### config.mk
export PLATFORM = sky130hd
export DESIGN_NAME = mips_cpu_data_bus_if_flat
export DESIGN_NICKNAME = d
export VERILOG_FILES = /design/src/rtl/mips_cpu_data_bus_if_pkg.sv /design/src/rtl/mips_cpu_data_bus_if_if.sv /design/src/rtl/mips_cpu_data_bus_if_byte_lane_gen.sv /design/src/rtl/mips_cpu_data_bus_if.sv /design/src/flat_wrapper.sv
export SDC_FILE = /design/constraint.sdc
export NUM_CORES = 1
export LEC_CHECK = 0
export ABC_AREA = 1
export CORE_MARGIN = 1.5
export CORE_UTILIZATION = 49
export DETAILED_ROUTE_END_ITERATION = 7
export GPL_TIMING_DRIVEN = 0
export PLACE_DENSITY = 0.84
export SYNTH_ARGS = -nofsm -noshare
export SYNTH_HDL_FRONTEND = slang
export SYNTH_SLANG_ARGS = --single-unit
### constraint.sdc
create_clock -name clk -period 2 [get_ports clk]
set_clock_uncertainty 0.2 [all_clocks]
set_input_delay 0.3 -clock clk [delete_from_list [all_inputs] [get_ports clk]]
set_output_delay 0.3 -clock clk [all_outputs]
set_load 0.1 [all_outputs]
### src/rtl/mips_cpu_data_bus_if_pkg.sv
// Shared types and constants for the CPU data-side Avalon-MM bridge.
package mips_cpu_bus_pkg;

    typedef enum logic [1:0] {
        SIZE_BYTE = 2'b00,
        SIZE_HALF = 2'b01,
        SIZE_WORD = 2'b10
    } size_t;

    typedef enum logic [1:0] {
        IDLE   = 2'b00,
        ACCESS = 2'b01,
        DONE   = 2'b10
    } bus_state_t;

    localparam logic [3:0] BE_WORD = 4'b1111;

endpackage

### src/rtl/mips_cpu_data_bus_if_if.sv
// Avalon-MM data port bundle; the bridge is the master, memory the slave.
interface mips_cpu_data_bus_if_if;

    logic [31:0] avm_address;
    logic        avm_read;
    logic        avm_write;
    logic [3:0]  avm_byteenable;
    logic [31:0] avm_writedata;
    logic [31:0] avm_readdata;
    logic        avm_waitrequest;

    modport master (
        output avm_address, avm_read, avm_write, avm_byteenable, avm_writedata,
        input  avm_readdata, avm_waitrequest
    );

    modport slave (
        input  avm_address, avm_read, avm_write, avm_byteenable, avm_writedata,
        output avm_readdata, avm_waitrequest
    );

endinterface

### src/rtl/mips_cpu_data_bus_if_byte_lane_gen.sv
// Byte-lane enables, lane-replicated store data and alignment check for one access.
module byte_lane_gen
    import mips_cpu_bus_pkg::*;
(
    input  logic [1:0]  size,
    input  logic [1:0]  addr_lo,
    input  logic [31:0] wdata,
    output logic [3:0]  byteenable,
    output logic [31:0] lane_data,
    output logic        misaligned
);

    always_comb begin
        byteenable = '0;
        lane_data  = '0;
        misaligned = 1'b0;
        case (size)
            SIZE_BYTE: begin
                byteenable = 4'b0001 << addr_lo;
                lane_data  = {4{wdata[7:0]}};
            end
            SIZE_HALF: begin
                byteenable = addr_lo[1] ? 4'b1100 : 4'b0011;
                lane_data  = {2{wdata[15:0]}};
                misaligned = addr_lo[0];
            end
            SIZE_WORD: begin
                byteenable = BE_WORD;
                lane_data  = wdata;
                misaligned = |addr_lo;
            end
            default: ;
        endcase
    end

endmodule

### src/rtl/mips_cpu_data_bus_if.sv
// Data-side bridge: one Avalon-MM transaction per load/store, stalling the datapath until done.
module mips_cpu_data_bus_if
    import mips_cpu_bus_pkg::*;
#(
    parameter int unsigned TIMEOUT_CYCLES = 255
) (
    input  logic                          clk,
    input  logic                          reset,
    input  logic                          clk_enable,
    input  logic                          mem_read,
    input  logic                          mem_write,
    input  logic [1:0]                    mem_size,
    input  logic [31:0]                   mem_addr,
    input  logic [31:0]                   mem_wdata,
    output logic                          stall,
    output logic [31:0]                   mem_rdata,
    output logic                          bus_error,
    mips_cpu_data_bus_if_if.master        avm
);

    localparam logic [31:0] TO_LAST = TIMEOUT_CYCLES - 1;

    logic [3:0]  lane_be;
    logic [31:0] lane_data;
    logic        misaligned;

    byte_lane_gen u_lanes (
        .size       (mem_size),
        .addr_lo    (mem_addr[1:0]),
        .wdata      (mem_wdata),
        .byteenable (lane_be),
        .lane_data  (lane_data),
        .misaligned (misaligned)
    );

    logic req_valid;
    logic req_invalid;
    logic timeout_hit;

    assign req_valid   = (mem_read ^ mem_write) && (mem_size != 2'b11) && !misaligned;
    assign req_invalid = (mem_read | mem_write) && !req_valid;

    bus_state_t  state, state_next;
    logic        issue, complete, abort;
    logic [31:0] wait_cnt;
    logic [31:0] addr_q, wdata_q, rdata_q;
    logic [3:0]  be_q;
    logic        read_q, write_q, bus_error_q;

    // Abort on the waitrequest cycle that brings the count up to the limit.
    assign timeout_hit = (TIMEOUT_CYCLES != 0) && (wait_cnt == TO_LAST);

    always_ff @(posedge clk or negedge reset) begin
        if (!reset) state <= IDLE;
        else        state <= state_next;
    end

    always_comb begin
        state_next = state;
        stall      = 1'b0;
        issue      = 1'b0;
        complete   = 1'b0;
        abort      = 1'b0;
        case (state)
            IDLE: begin
                stall = req_valid;
                if (clk_enable && req_valid) begin
                    issue      = 1'b1;
                    state_next = ACCESS;
                end
            end
            ACCESS: begin
                stall = 1'b1;
                if (!avm.avm_waitrequest) begin
                    complete   = 1'b1;
                    state_next = DONE;
                end else if (timeout_hit) begin
                    abort      = 1'b1;
                    state_next = DONE;
                end
            end
            DONE: begin
                if (clk_enable) state_next = IDLE;
            end
            default: state_next = IDLE;
        endcase
    end

    always_ff @(posedge clk or negedge reset) begin
        if (!reset) begin
            addr_q      <= '0;
            be_q        <= '0;
            wdata_q     <= '0;
            rdata_q     <= '0;
            read_q      <= 1'b0;
            write_q     <= 1'b0;
            bus_error_q <= 1'b0;
            wait_cnt    <= '0;
        end else begin
            if (issue) begin
                addr_q   <= {mem_addr[31:2], 2'b00};
                be_q     <= lane_be;
                wdata_q  <= lane_data;
                read_q   <= mem_read;
                write_q  <= mem_write;
                wait_cnt <= '0;
            end
            if (state == IDLE && clk_enable && req_invalid) begin
                bus_error_q <= 1'b1;
                rdata_q     <= '0;
            end
            if (state == ACCESS && avm.avm_waitrequest) wait_cnt <= wait_cnt + 32'd1;
            if (complete) begin
                read_q  <= 1'b0;
                write_q <= 1'b0;
                if (read_q) rdata_q <= avm.avm_readdata;
            end
            if (abort) begin
                read_q      <= 1'b0;
                write_q     <= 1'b0;
                bus_error_q <= 1'b1;
                rdata_q     <= '0;
            end
        end
    end

    // A rejected request must never present stale load data to the selector.
    assign mem_rdata = (state == IDLE && req_invalid) ? 32'd0 : rdata_q;
    assign bus_error = bus_error_q;

    assign avm.avm_address    = addr_q;
    assign avm.avm_read       = read_q;
    assign avm.avm_write      = write_q;
    assign avm.avm_byteenable = be_q;
    assign avm.avm_writedata  = wdata_q;

endmodule

### src/flat_wrapper.sv
// flat-port wrapper written by rule: the top's interface ports become plain ports
module mips_cpu_data_bus_if_flat import mips_cpu_bus_pkg::*;
#(
    parameter int unsigned TIMEOUT_CYCLES = 255
)
  (clk, reset, clk_enable, mem_read, mem_write, mem_size, mem_addr, mem_wdata, stall, mem_rdata, bus_error, avm_avm_address, avm_avm_read, avm_avm_write, avm_avm_byteenable, avm_avm_writedata, avm_avm_readdata, avm_avm_waitrequest);
  mips_cpu_data_bus_if_if avm_i ();
  input  logic clk;
  input  logic reset;
  input  logic clk_enable;
  input  logic mem_read;
  input  logic mem_write;
  input  logic [1:0] mem_size;
  input  logic [31:0] mem_addr;
  input  logic [31:0] mem_wdata;
  output logic stall;
  output logic [31:0] mem_rdata;
  output logic bus_error;
  output wire logic [$bits(avm_i.avm_address)-1:0] avm_avm_address;
  output wire logic [$bits(avm_i.avm_read)-1:0] avm_avm_read;
  output wire logic [$bits(avm_i.avm_write)-1:0] avm_avm_write;
  output wire logic [$bits(avm_i.avm_byteenable)-1:0] avm_avm_byteenable;
  output wire logic [$bits(avm_i.avm_writedata)-1:0] avm_avm_writedata;
  input wire logic [$bits(avm_i.avm_readdata)-1:0] avm_avm_readdata;
  input wire logic [$bits(avm_i.avm_waitrequest)-1:0] avm_avm_waitrequest;
  assign avm_avm_address = avm_i.avm_address;
  assign avm_avm_read = avm_i.avm_read;
  assign avm_avm_write = avm_i.avm_write;
  assign avm_avm_byteenable = avm_i.avm_byteenable;
  assign avm_avm_writedata = avm_i.avm_writedata;
  assign avm_i.avm_readdata = avm_avm_readdata;
  assign avm_i.avm_waitrequest = avm_avm_waitrequest;
  mips_cpu_data_bus_if #(.TIMEOUT_CYCLES(TIMEOUT_CYCLES)) u_core (.clk(clk), .reset(reset), .clk_enable(clk_enable), .mem_read(mem_read), .mem_write(mem_write), .mem_size(mem_size), .mem_addr(mem_addr), .mem_wdata(mem_wdata), .stall(stall), .mem_rdata(mem_rdata), .bus_error(bus_error), .avm(avm_i));
endmodule
* Word-level counts from Yosys, hierarchy flattened
Index checks and enable logic that the tools add are counted.
** Storage, ports and cells
- Word-level logic and storage cells :: 71
- Bits in registers :: 135
** Operators by class
- Shift-type cells :: 1
- Equal/unequal tests :: 9
- Add/subtract/negate cells :: 1
- Multiplexer cells :: 32
- Bitwise gates (word level) :: 2
- Reduce and logical (&&, ||, !) cells :: 17
** Operator list (number)
- $mux 32 :: 7
- $pmux 32 s3 :: 1
- $add 32x1->32 const B :: 1
- $eq 32x8->1 const B :: 1
- $mux 1 :: 15
- $pmux 4 s3 :: 1
- $logic_and 1x1->1 :: 8
- $mux 2 :: 4
- $pmux 2 s3 :: 1
- $eq 2x1->1 const B :: 2
- $eq 2x2->1 const B :: 2
- $logic_not 2->1 :: 2
- $mux 4 :: 1
- $ne 2x2->1 const B :: 2
- $pmux 1 s2 :: 2
- $reduce_bool 2->1 :: 2
- $shl 1x2->4 const A :: 1
- $ne 3x2->1 const B :: 1
- $reduce_and 3->1 :: 1
- $reduce_bool 3->1 :: 1
- $logic_not 1->1 :: 2
- $ne 2x1->1 const B :: 1
- $reduce_or 2->1 :: 1
- $or 1x1->1 :: 1
- $xor 1x1->1 :: 1

* Depth between registers and ports, before layout
- Word-level depth :: 11
- Gate-level depth with buffers :: 13

* Modules after synthesis
A second synthesis with hierarchy kept.
** Unflattened totals
- Cell total of the unflattened synthesis :: 1079
- Area total of the unflattened synthesis :: 7440.9 µm²
** Modules (own cells, without submodules)
- mips_cpu_data_bus_if :: cells each 919, times used 1, seq. area each 3378.2 µm², area an instance 6698.9 µm²
- byte_lane_gen :: cells each 160, times used 1, seq. area each 0.0 µm², area an instance 742.0 µm²

* Worst setup path before layout
OpenSTA, ideal clock, no wires.
- Path kind :: input-to-output
- Start point :: input mem_size[0]
- End point :: output stall
- Arrival time :: 3.036 ns
- Setup slack :: -1.536 ns
- Required time :: 1.500 ns
- Stages on the path :: 8
- Cell sequence :: inv_1 ha_1 buf_6 inv_2 nand2_1 nand2_1 nand2_1 o21ai_0
** Between the ends
- Word-level cells in the longest chain between the ends :: 5
- Elaborated cells between the ends (all ways) :: 8
- Those cells by class :: eq/ne: 3; mux: 2; reduce/logical: 3
** Ends and longest elaborated chain
- start: declaration :: RTL line flat_wrapper.sv:13 : input logic [1:0] mem_size;
- $eq 2x2->1 or $eq 2x1->1 (tied branches) :: RTL line mips_cpu_data_bus_if_byte_lane_gen.sv:17 : case (size)
- $pmux 1 s2 :: RTL line mips_cpu_data_bus_if_byte_lane_gen.sv:17
- $logic_not 1->1 :: RTL line mips_cpu_data_bus_if.sv:40 : assign req_valid = (mem_read ^ mem_write) && (mem_size != 2'b11) && !misaligned;
- $logic_and 1x1->1 (*) :: RTL line mips_cpu_data_bus_if.sv:40
- $pmux 1 s2 (*) :: RTL line mips_cpu_data_bus_if.sv:64 : case (state)
- end: declaration :: RTL line flat_wrapper.sv:16 : output logic stall;
Every way passes the cells marked *; elsewhere a longest branch is shown, timed or not.

* Worst setup path in the final report
- Start point :: register u_core.state[0]
- End point :: output mem_rdata[12]
** Between the ends
- Word-level cells in the longest chain between the ends :: 3
** Ends and longest elaborated chain
- start: declaration :: RTL line mips_cpu_data_bus_if.sv:43 : bus_state_t state, state_next;
- start signal: assignment :: RTL line mips_cpu_data_bus_if.sv:55 : else state <= state_next;
- $logic_not 2->1 :: RTL line mips_cpu_data_bus_if.sv:128 : assign mem_rdata = (state == IDLE && req_invalid) ? 32'd0 : rdata_q;
- $logic_and 1x1->1 :: RTL line mips_cpu_data_bus_if.sv:128
- $mux 32 :: RTL line mips_cpu_data_bus_if.sv:128
- end: declaration :: RTL line flat_wrapper.sv:17 : output logic [31:0] mem_rdata;
No other way between the ends.

==> impl_metrics.tcl <==
set metrics [dict create \
    period_minus_slack_ps 2430 \
    cts-htree-levels 4 \
    n_antenna_cell 0 \
    detail_route.wirelength_um 26360 \
    ys_ff_latch 135 \
    crit_arrival_ps 1930 \
    num_rows 44 \
    cts.sinks 135 \
    grt_max_degree 81 \
    final_hold_viol_count 0 \
    grt_pass1_wl_um 40320 \
    path_cells "nor2_4 -> inv_2 -> nor3_4 -> buf_12 -> buf_12 -> clkbuf_16 -> nor2_4 -> buf_12" \
    critPathMostFrequentCell "buf_12" \
    cts_tree "done" \
    r2r-end "u_core.rdata_q[21]" \
    syn_to_final_growth_pct 54.42 \
    drc_errors 0 \
    ys_seq_area_share_pct 45.18 \
    fin_ws_ps -429.6 \
    tightest_slew_ps 659.4 \
    max_freq_mhz 411.6 \
    relSlewSlack_pct 56.04 \
    combPwrFrac_pct 59.1 \
    setup_violations 32 \
    crit_fanout 5 \
    min_path_type "in2reg" \
    slowest_delay_ps 420 \
    route.met3.wl_um 2167 \
    startpoint_type "flop" \
    violations "negative setup slack" \
    p_int_mw 8.454 \
    rsz0062_at_grt "true" \
    die_w_um 126.5 \
    fillers 921 \
    synthXorXnorAreaFrac_pct 0.2343 \
    track_usage_pct 32.11 \
    dp_slack_ps -1833 \
    synth_area_leaders "dfrtp_1 (45%), nand2_1 (25%), nor2_1 (6.7%)" \
    grt_pass1_vias 7962 \
    die_y_um 126.5 \
    multiInputGateArea_sq_um 3730 \
    ant_nets 0 \
    vias 8243 \
    antenna_found_initial 0 \
    vdd_ir_drop_max_mv 1.829 \
    p_clk_share_pct 18.7 \
    layout.nets 1456 \
    whs_endpoint "u_core.avm.avm_read" \
    cts_buffer_depth 2 \
    crit_family "buffers and inverters" \
    synth_top_family_by_area "simple AND/OR/NAND/NOR gates" \
    switching_share_pct 54.23 \
    drt_iter0_markers 666 \
    reg2reg_setup_slack_ps 20 \
    drive_above_1_share_pct 20.54 \
    r2r_start "u_core.state[1]" \
    place_area_sq_um 10170 \
    die_area_sq_um 16010 \
    critPathKind "reg2out" \
    syn_avg_cell_area_sq_um 6.804 \
    min_from "mem_read" \
    synth_compound_area_share_pct 4.284 \
    synth_warnings 0 \
    syn_inst 1099 \
    synth_area_sq_um 7477 \
    crit_path_start "u_core.state[0]" \
    worstSkewPairLatency_ps 430 \
    required_ps 1500 \
    highest_layer "met4" \
    hold_depth 5 \
    synth_mux_area_share_pct 0.2677 \
    post-route-period-util_pct 121.5 \
    wl_per_cell_um 17.09 \
    dr.pass1.iters 6 \
    outcome "finished with violations" \
    root_buffer "clkbuf_16" \
    synth_top_cell_by_area "dfrtp_1" \
    r2r_cells 11 \
    cpMaxStageDelayCell "dfrtp_1" \
    seqCellArea_sq_um 3381 \
    met2_length_um 12970 \
    path_buf_inv 5 \
    hold_ws_ps 29.04 \
    synthSimpleGateAreaFrac_pct 38.64 \
    start_util_pct 50.87 \
    p_sw_mw 10.02 \
    report.final.slew_viol_count 0 \
    design_area_sq_um 11550 \
    synthAdderAreaFrac_pct 1.171 \
    vias_per_cell 5.346 \
    endpoint_kind "primary output" \
    powerDensity_nw_per_um2 1600 \
    core-area_sq_um 14700 \
    wl_met1_um 10040 \
    synth_cell_types 34 \
    cts_made_buffers 17 \
    io_buffers 205 \
    layout_commonest_cell "nand2_1" \
    pin_count 208 \
    place_congestion 0.8978 \
    grt_overflow 0 \
    synth_top_area_share_pct 45.18 \
    dp_hpwl_um 15900 \
    p_leak_nw 5.626 \
    seq_power_share_pct 22.3 \
    layout_common_cells "nand2_1 (492), dfrtp_1 (133), inv_1 (107)" \
    cap_violations 0 \
    clk_pin_slew_ps 60 \
]
## sequential cells by signal (all words and copies together) (netlist names)
signal / count
u_core.rdata_q: 32
u_core.avm.avm_byteenable: 4
u_core.bus_error: 1
u_core.avm.avm_address: 30
u_core.avm.avm_write: 1
u_core.avm.avm_read: 1
u_core.wait_cnt: 32
u_core.state: 2
u_core.avm.avm_writedata: 32
## power groups by stage
stage	Clock, mW	Sequential [mW]	Combinational, mW
floorplan	0	8.73	3.05
global placement	0	4.09	10.0
detailed placement	0	4.09	10.1
CTS	3.41	4.07	10.8
global route	3.55	4.19	11.3
finish	3.45	4.12	10.9
## logic make-up (layout without fill, tap and decap cells)
| kind of cell | Yosys count | count (layout) |
|---|---|---|
| adder cells (fa/ha/maj) | 7 | 7 |
| flip-flops | 135 | 135 |
| AO/OA/AOI/OAI | 63 | 63 |
| multiplexers | 2 | 2 |
| buffers and inverters | 169 | 427 |
| other | 1 | 2 |
| XOR/XNOR | 2 | 2 |
| AND/OR/NAND/NOR | 720 | 720 |
## Yosys cell counts (all sizes together)
| master | count |
|---|---|
| inv | 123 |
| nand2 | 498 |
| nand3b | 1 |
| nor3b | 1 |
| o22ai | 1 |
| mux2i | 2 |
| a21oi | 9 |
| ha | 7 |
| o21ai | 51 |
| nor3 | 4 |
| nor2 | 141 |
| clkbuf | 5 |
| o211ai | 1 |
| dfrtp | 135 |
| nand4 | 7 |
| conb | 1 |
| xor2 | 2 |
| clkinv | 1 |
| buf | 40 |
| a31oi | 1 |
| nand3 | 68 |
## metal layers
layer	up-vias	global-route usage [%]
met5	-	0
li1	3824	-
met2	443	54.00
met3	103	7.634
met1	3873	38.72
met4	0	16.16
## metrics by stage
| step | power, mW | setup TNS [ps] | std cells | utilization, % |
|---|---|---|---|---|
| floorplan | 11.79 | -2764 | 1100 | - |
| global placement | 14.13 | -817800 | 1489 | 68.99 |
| detailed placement | 14.23 | -130200 | 1490 | 69.19 |
| CTS | 18.25 | -10100 | 1537 | 77.89 |
| global route | 19.05 | -13900 | 1542 | 78.55 |
| finish | 18.47 | -12260 | 1542 | 78.55 |
## tightest hold or removal path, stage by stage
cell	delay, ps
buf_2	110
nand4_1	80
nand2_1	50
nand2_1	60
inv_1	30
## timing repair
| action | in CTS | in global routing |
|---|---|---|
| buffers inserted | 13 | 9 |
| pin swaps | 12 | 9 |
| setup endpoints to repair | 230 | 77 |
| hold buffers | 1 | 0 |
| gates cloned | 2 | 2 |
| hold endpoints to repair | 55 | 0 |
| gates resized for setup | 532 | 43 |
## area by class of cell
| type | instances | area share (%) |
|---|---|---|
| buffer | 43 | 2.883 |
| clock buffer | 19 | 3.836 |
| clock inverter | 13 | 1.669 |
| inverter | 124 | 4.270 |
| multi-input combinational | 796 | 32.30 |
| sequential | 135 | 29.28 |
| tap | 184 | 1.994 |
| timing repair buffer | 228 | 23.76 |
## worst max-delay path by stage
stage | to | slack [ps] | depth (start not counted)
floorplan | mem_rdata[10] | -110 | 9
global placement | u_core.avm.avm_read | -5640 | 1
detailed placement | mem_rdata[25] | -1830 | 10
CTS | mem_rdata[12] | -370 | 8
global route | mem_rdata[12] | -470 | 8
finish | mem_rdata[12] | -430 | 8
No activity file was read; power rests on OpenSTA's default activity.
